<file path="config.mk">
export PLATFORM = sky130hd
export DESIGN_NAME = mem_port_arbiter
export DESIGN_NICKNAME = d
export VERILOG_FILES = /design/src/rtl/mem_arb_pkg.sv /design/src/rtl/mem_lane_align.sv /design/src/rtl/mem_port_arbiter.sv
export SDC_FILE = /design/constraint.sdc
export NUM_CORES = 1
export LEC_CHECK = 0
export CAP_MARGIN = 5
export CORE_AREA = 2 2 196 198
export DETAILED_ROUTE_END_ITERATION = 8
export DIE_AREA = 0 0 198 200
export MAX_ROUTING_LAYER = met4
export PLACE_DENSITY = 0.69
export SLEW_MARGIN = 30
export SYNTH_ARGS = -nofsm -noshare
export SYNTH_HDL_FRONTEND = slang
export SYNTH_SLANG_ARGS = --single-unit
</file>
<file path="constraint.sdc">
create_clock -name clk -period 5.5 [get_ports clk]
set_clock_uncertainty 0.2 [all_clocks]
set_input_delay 1.1 -clock clk [delete_from_list [all_inputs] [get_ports clk]]
set_output_delay 1.1 -clock clk [all_outputs]
set_load 0.02 [all_outputs]
</file>
<file path="src/rtl/mem_arb_pkg.sv">
// Shared types and constants for the unified memory-port arbiter.
// Imported by the arbiter top and its lane-alignment helper.
package mem_arb_pkg;

  typedef enum logic [1:0] {
    IDLE  = 2'd0,
    ISSUE = 2'd1,
    WAIT  = 2'd2,
    ERR   = 2'd3
  } arb_state_e;

  typedef enum logic {
    OWN_IF = 1'b0,
    OWN_DM = 1'b1
  } owner_e;

  localparam logic [1:0] SZ_B = 2'd0;
  localparam logic [1:0] SZ_H = 2'd1;
  localparam logic [1:0] SZ_W = 2'd2;
  localparam logic [1:0] SZ_D = 2'd3;

endpackage

</file>
<file path="src/rtl/mem_lane_align.sv">
// Combinational byte-lane steering between requester-aligned data and the
// 64-bit memory word: strobes, write shift, read shift, misalignment check.
module mem_lane_align
  import mem_arb_pkg::*;
(
  input  logic [2:0]  i_req_off,
  input  logic [1:0]  i_size,
  input  logic [63:0] i_wdata,
  input  logic [2:0]  i_rsp_off,
  input  logic [63:0] i_rdata,
  output logic [7:0]  o_wstrb,
  output logic [63:0] o_wdata,
  output logic [63:0] o_rdata,
  output logic        o_misaligned
);

  function automatic logic [7:0] size_mask(input logic [1:0] sz);
    case (sz)
      SZ_B:    return 8'h01;
      SZ_H:    return 8'h03;
      SZ_W:    return 8'h0F;
      SZ_D:    return 8'hFF;
      default: return 8'hFF;
    endcase
  endfunction

  function automatic logic is_misaligned(input logic [1:0] sz, input logic [2:0] off);
    case (sz)
      SZ_B:    return 1'b0;
      SZ_H:    return off[0];
      SZ_W:    return |off[1:0];
      SZ_D:    return |off;
      default: return |off;
    endcase
  endfunction

  logic [5:0] w_req_sh;
  logic [5:0] w_rsp_sh;

  assign w_req_sh     = {i_req_off, 3'b000};
  assign w_rsp_sh     = {i_rsp_off, 3'b000};
  assign o_wstrb      = size_mask(i_size) << i_req_off;
  assign o_wdata      = i_wdata << w_req_sh;
  assign o_rdata      = i_rdata >> w_rsp_sh;
  assign o_misaligned = is_misaligned(i_size, i_req_off);

endmodule

</file>
<file path="src/rtl/mem_port_arbiter.sv">
// Arbitrates the single memory port between instruction fetch and the MEM
// stage; one transaction in flight, data priority with fetch starvation guard.
module mem_port_arbiter
  import mem_arb_pkg::*;
#(
  parameter int ADDR_W       = 64,
  parameter int STARVE_LIMIT = 4
) (
  input  logic              clk,
  input  logic              reset,
  input  logic              if_req_valid,
  input  logic [ADDR_W-1:0] if_req_addr,
  output logic              if_req_ready,
  output logic              if_rsp_valid,
  output logic [31:0]       if_rsp_instr,
  input  logic              dm_req_valid,
  input  logic [ADDR_W-1:0] dm_req_addr,
  input  logic              dm_req_we,
  input  logic [1:0]        dm_req_size,
  input  logic [63:0]       dm_req_wdata,
  output logic              dm_req_ready,
  output logic              dm_rsp_valid,
  output logic [63:0]       dm_rsp_rdata,
  output logic              dm_rsp_err,
  output logic              mem_req_valid,
  input  logic              mem_req_ready,
  output logic [ADDR_W-1:0] mem_addr,
  output logic              mem_we,
  output logic [63:0]       mem_wdata,
  output logic [7:0]        mem_wstrb,
  input  logic              mem_rsp_valid,
  input  logic [63:0]       mem_rdata,
  output logic              busy
);

  localparam int CW = (STARVE_LIMIT < 1) ? 1 : $clog2(STARVE_LIMIT + 1);
  localparam logic [CW-1:0] LIMIT = CW'(STARVE_LIMIT);

  arb_state_e        r_state;
  owner_e            r_owner;
  logic [CW-1:0]     r_starve;
  logic [2:0]        r_off;
  logic              r_mem_req_valid;
  logic [ADDR_W-1:0] r_mem_addr;
  logic              r_mem_we;
  logic [63:0]       r_mem_wdata;
  logic [7:0]        r_mem_wstrb;
  logic              r_if_rsp_valid;
  logic [31:0]       r_if_rsp_instr;
  logic              r_dm_rsp_valid;
  logic [63:0]       r_dm_rsp_rdata;
  logic              r_dm_rsp_err;

  logic              w_idle;
  logic              w_if_force;
  logic              w_grant_if;
  logic              w_grant_dm;
  logic [7:0]        w_wstrb;
  logic [63:0]       w_wdata;
  logic [63:0]       w_rdata;
  logic              w_misaligned;

  mem_lane_align u_align (
    .i_req_off    (dm_req_addr[2:0]),
    .i_size       (dm_req_size),
    .i_wdata      (dm_req_wdata),
    .i_rsp_off    (r_off),
    .i_rdata      (mem_rdata),
    .o_wstrb      (w_wstrb),
    .o_wdata      (w_wdata),
    .o_rdata      (w_rdata),
    .o_misaligned (w_misaligned)
  );

  // Readies are gated by reset so every output reads 0 while it is held.
  assign w_idle     = (r_state == IDLE) && reset;
  assign w_if_force = if_req_valid && (r_starve == LIMIT);
  assign w_grant_if = w_idle && if_req_valid && (w_if_force || !dm_req_valid);
  assign w_grant_dm = w_idle && dm_req_valid && !w_if_force;

  always_ff @(posedge clk or negedge reset) begin
    if (!reset) begin
      r_state         <= IDLE;
      r_owner         <= OWN_IF;
      r_starve        <= '0;
      r_off           <= '0;
      r_mem_req_valid <= 1'b0;
      r_mem_addr      <= '0;
      r_mem_we        <= 1'b0;
      r_mem_wdata     <= '0;
      r_mem_wstrb     <= '0;
      r_if_rsp_valid  <= 1'b0;
      r_if_rsp_instr  <= '0;
      r_dm_rsp_valid  <= 1'b0;
      r_dm_rsp_rdata  <= '0;
      r_dm_rsp_err    <= 1'b0;
    end else begin
      r_if_rsp_valid <= 1'b0;
      r_dm_rsp_valid <= 1'b0;
      r_dm_rsp_err   <= 1'b0;
      case (r_state)
        IDLE: begin
          if (w_grant_if) begin
            r_owner         <= OWN_IF;
            r_off           <= if_req_addr[2:0];
            r_mem_addr      <= {if_req_addr[ADDR_W-1:3], 3'b000};
            r_mem_we        <= 1'b0;
            r_mem_wdata     <= '0;
            r_mem_wstrb     <= '0;
            r_mem_req_valid <= 1'b1;
            r_starve        <= '0;
            r_state         <= ISSUE;
          end else if (w_grant_dm) begin
            r_owner     <= OWN_DM;
            r_off       <= dm_req_addr[2:0];
            r_mem_addr  <= {dm_req_addr[ADDR_W-1:3], 3'b000};
            r_mem_we    <= dm_req_we;
            r_mem_wdata <= w_wdata;
            r_mem_wstrb <= dm_req_we ? w_wstrb : 8'h00;
            if (if_req_valid && (r_starve != LIMIT))
              r_starve <= r_starve + CW'(1);
            if (w_misaligned) begin
              r_state <= ERR;
            end else begin
              r_mem_req_valid <= 1'b1;
              r_state         <= ISSUE;
            end
          end
        end
        // Responses arriving alongside the handshake are ignored: memory latency is >= 1.
        ISSUE: begin
          if (mem_req_ready) begin
            r_mem_req_valid <= 1'b0;
            r_state         <= WAIT;
          end
        end
        WAIT: begin
          if (mem_rsp_valid) begin
            r_state <= IDLE;
            if (r_owner == OWN_IF) begin
              r_if_rsp_valid <= 1'b1;
              r_if_rsp_instr <= r_off[2] ? mem_rdata[63:32] : mem_rdata[31:0];
            end else begin
              r_dm_rsp_valid <= 1'b1;
              r_dm_rsp_rdata <= r_mem_we ? 64'd0 : w_rdata;
            end
          end
        end
        ERR: begin
          r_dm_rsp_valid <= 1'b1;
          r_dm_rsp_err   <= 1'b1;
          r_dm_rsp_rdata <= '0;
          r_state        <= IDLE;
        end
        default: r_state <= IDLE;
      endcase
    end
  end

  assign if_req_ready  = w_grant_if;
  assign dm_req_ready  = w_grant_dm;
  assign if_rsp_valid  = r_if_rsp_valid;
  assign if_rsp_instr  = r_if_rsp_instr;
  assign dm_rsp_valid  = r_dm_rsp_valid;
  assign dm_rsp_rdata  = r_dm_rsp_rdata;
  assign dm_rsp_err    = r_dm_rsp_err;
  assign mem_req_valid = r_mem_req_valid;
  assign mem_addr      = r_mem_addr;
  assign mem_we        = r_mem_we;
  assign mem_wdata     = r_mem_wdata;
  assign mem_wstrb     = r_mem_wstrb;
  assign busy          = (r_state != IDLE);

endmodule

</file>
==> results by group <==
Run status
  • Outcome: finished clean

Timing
  • Setup violators final: 0
  • Tmin final: 4260 ps
  • RSZ-0062 raised after global routing: no
  • Slew Viols, Final: 0
  • Final period utilization: 0.775
  • Sum Neg Setup Slack: 0 ps
  • Setup ws final: 1240 ps
  • Fin. Hold Viols: 0
  • Worst slew pin tran: 967 ps
  • Slew headroom: 0.355
  • Fmax: 235 MHz

Synth
  • Cells after Synth: 1272
  • Cell Area, Synth: 12600 sq um
  • Netlist cell types: 59
  • Post-synth top area share: 0.481
  • Register bit total from synthesis: 243
  • Avg Inst Size Synth: 9.93 sq um
  • Top-count cell post-synth: dfrtp_1
  • Fraction of registers with async set/reset: 1.00
  • Commonest cells post-synth: dfrtp_1, nand2_1, nand3_1, mux2i_1, o21ai_0
  • Synth Flop Type: dfrtp_1
  • EDFF count, synth: 0
  • Sequential area share after synthesis: 0.481
  • Area leader, netlist: dfrtp_1
  • Yosys warnings: 0
  • Synth top area cells: dfrtp_1, mux2i_1, nand2_1, mux2_2, nand3_1

Power and ir drop
  • Flop pwr share: 0.310
  • Net switching power figure: 4.08 mW
  • Overall power: 10.1 mW
  • Internal power: 6.01 mW
  • Leak: 8.05 nW
  • Logic pwr share: 0.496
  • Sw Ratio: 0.404
  • Clk pwr share: 0.194
  • PD cells: 533 nW/um^2
  • Peak supply drop: 0.000368 V

Clock tree
  • Hold buffers post-CTS: 0
  • Post-CTS Repair Setup Buffers: 0
  • Post-cts resize count: 0
  • Sink Count: 243
  • Clock Latency Late Sink: 560 ps
  • H-tree levels: 1
  • Clock-pin slew on the worst setup and hold paths: 60 ps
  • CTS max path bufs: 3
  • CTS tree: built
  • Clk root buf: clkbuf_16
  • CTS Buf Count: 28

Route
  • Post-DRT Antenna Nets: 0
  • Detail Route met2 WL: 25.5 mm
  • WL met1: 20.7 mm
  • Initial DRC Count: 1019
  • WL final: 52.4 mm
  • Routed vias: 12.4k
  • DRC viols: 0
  • DR vias/cell: 5.51
  • First-pass DRT Iterations: 5
  • DR WL/cell: 23.3 microns
  • Met3 WL post-DR: 4.33 mm
  • Top routing layer used: met4

GRT
  • GRT Residual Overflow: 0
  • Initial antenna violation count: 2
  • Gr usage total: 0.261
  • Global-route wire length before repair: 75.9 mm
  • Vias in the first global route: 12.1k
  • Largest net degree at the start of global routing: 116

Setup path
  • FF-to-FF Start: r_off[0]
  • CP Capture Type: output port
  • Worst-case reg-to-reg path depth: 5
  • Max FO, Critical Path: 49
  • R2R setup slack: 2740 ps
  • Critical R2R Capture: dm_rsp_rdata[45]
  • Setup CP Type: in -> out
  • CP startpoint: reset
  • CP endpoint: dm_req_ready
  • WP data required: 4200 ps
  • Crit start category: primary input
  • Arrival time at the worst endpoint: 2960 ps

Floorplanning
  • Initial core utilization: 0.338
  • Die ar.: 39600 sq um
  • I/O Pins: 505
  • Cell Rows: 71
  • CORE AREA: 37400 sq um
  • Die width: 198 microns
  • Die Span Y: 200 microns

Job
  • Max-Cap Viols: 0

Layout
  • Area grow syn2layout: 49.7%
  • FILL cells: 3371
  • Share of cells above drive strength 1: 0.0894
  • Post-route cell area: 18900 sq um
  • Fin nets: 1979
  • Finished Layout Cells: 2246

Placement
  • Routability Congestion: 0.961
  • Worst slack at placement: 1200 ps
  • Area after DPL: 17900 sq um
  • Cells after DPL: 2193
  • Detailed Place HPWL: 38.9 mm
  • Buffers on Ports: 501

Hold path
  • Hold Crit Class: in -> async
-- critical path, stage by stage --
cell and delay (ps):
buf_8 310, nor3b_4 500, and3_1 360, clkdlybuf4s50_1 650
-- cell families after synthesis --
| group | share of synthesized area |
|---|---|
| other | 0.000297 |
| adders and majority gates | 0.00198 |
| and+or+nand+nor | 0.168 |
| muxes | 0.136 |
| DFF | 0.481 |
| buffers and inverters | 0.0428 |
| AOI/OAI and AO/OA | 0.169 |
-- cells in the final DEF (no fill, tap or decap), types with 3 or more instances in the layout --
| cell | netlist | routed |
|---|---|---|
| dfrtp_1 | 243 | 240 |
| nand2b_1 | 3 | 3 |
| a211oi_1 | 25 | 25 |
| or2_2 | 3 | 3 |
| o21ai_0 | 63 | 63 |
| a221o_1 | 32 | 32 |
| a22o_1 | 51 | 51 |
| o31ai_1 | 3 | 3 |
| nand2_1 | 234 | 233 |
| clkinv_2 | 0 | 8 |
| a32o_1 | 18 | 18 |
| clkdlybuf4s50_1 | 0 | 498 |
| buf_4 | 7 | 13 |
| clkbuf_16 | 0 | 29 |
| mux4_2 | 8 | 8 |
| conb_1 | 1 | 3 |
| mux2_2 | 57 | 57 |
| nand3_1 | 125 | 125 |
| o22a_1 | 9 | 9 |
| nor2b_1 | 10 | 10 |
| a21oi_1 | 35 | 35 |
| dfrtp_2 | 0 | 3 |
| bufinv_16 | 0 | 3 |
| o211ai_1 | 24 | 24 |
| o221ai_1 | 10 | 10 |
| and3_1 | 11 | 11 |
| inv_1 | 7 | 7 |
| clkbuf_1 | 41 | 4 |
| nor2_1 | 58 | 58 |
| clkbuf_8 | 0 | 6 |
| mux2i_1 | 90 | 90 |
| a22oi_1 | 8 | 8 |
-- per-stage QoR --
stage                util  hold slack [ps]
floorplan               -              285
global placement    0.479              259
detailed placement  0.479              265
CTS                 0.505              249
global route        0.506              281
finish              0.506              261
-- per-layer routing --
metal  global-route usage  vias up
met5                    -        -
met4                0.102        0
met3               0.0420      105
met2                0.431      645
met1                0.323     6110
li1                     -     5525
-- area by class of cell --
type,instances,area [sq um],share of cell area
Inverter,9,33.8,0.00179
Tap cell,511,639,0.0338
Clock buffer,39,823,0.0435
Clock inverter,12,138,0.00728
Multi-Input combinational cell,914,6040,0.320
Antenna cell,2,5.00,0.000265
Sequential cell,243,6080,0.322
Timing Repair Buffer,516,5140,0.272
-- registers in the layout, summed over array words and instances (netlist names), 2 cells and up --
name / flops
if_rsp_instr: 32
dm_rsp_rdata: 64
r_off: 3
mem_wstrb: 8
r_state: 2
mem_wdata: 64
mem_addr: 61
r_starve: 3
-- power groups by stage --
stage / Sequential (mW) / Clock (mW) / Combinational (mW)
floorplan: 3.82 / 0 / 1.84
global placement: 3.13 / 0 / 4.95
detailed placement: 3.14 / 0 / 5.00
CTS: 3.12 / 2.00 / 5.02
global route: 3.21 / 2.07 / 5.30
finish: 3.13 / 1.96 / 5.00
-- worst min path at each step --
stage          slack [ps]          from                to  cells after the start
2_1_floorplan         290   r_starve[2]       r_starve[2]                      1
3_3_place_gp          260  mem_addr[11]      mem_addr[11]                      2
3_5_place_dp          270  mem_addr[34]      mem_addr[34]                      2
4_1_cts               250         reset  dm_rsp_rdata[10]                      1
5_1_grt               280         reset  dm_rsp_rdata[10]                      1
6_report              260         reset  dm_rsp_rdata[10]                      1
Note: power is estimated with default switching activity, not from simulation.
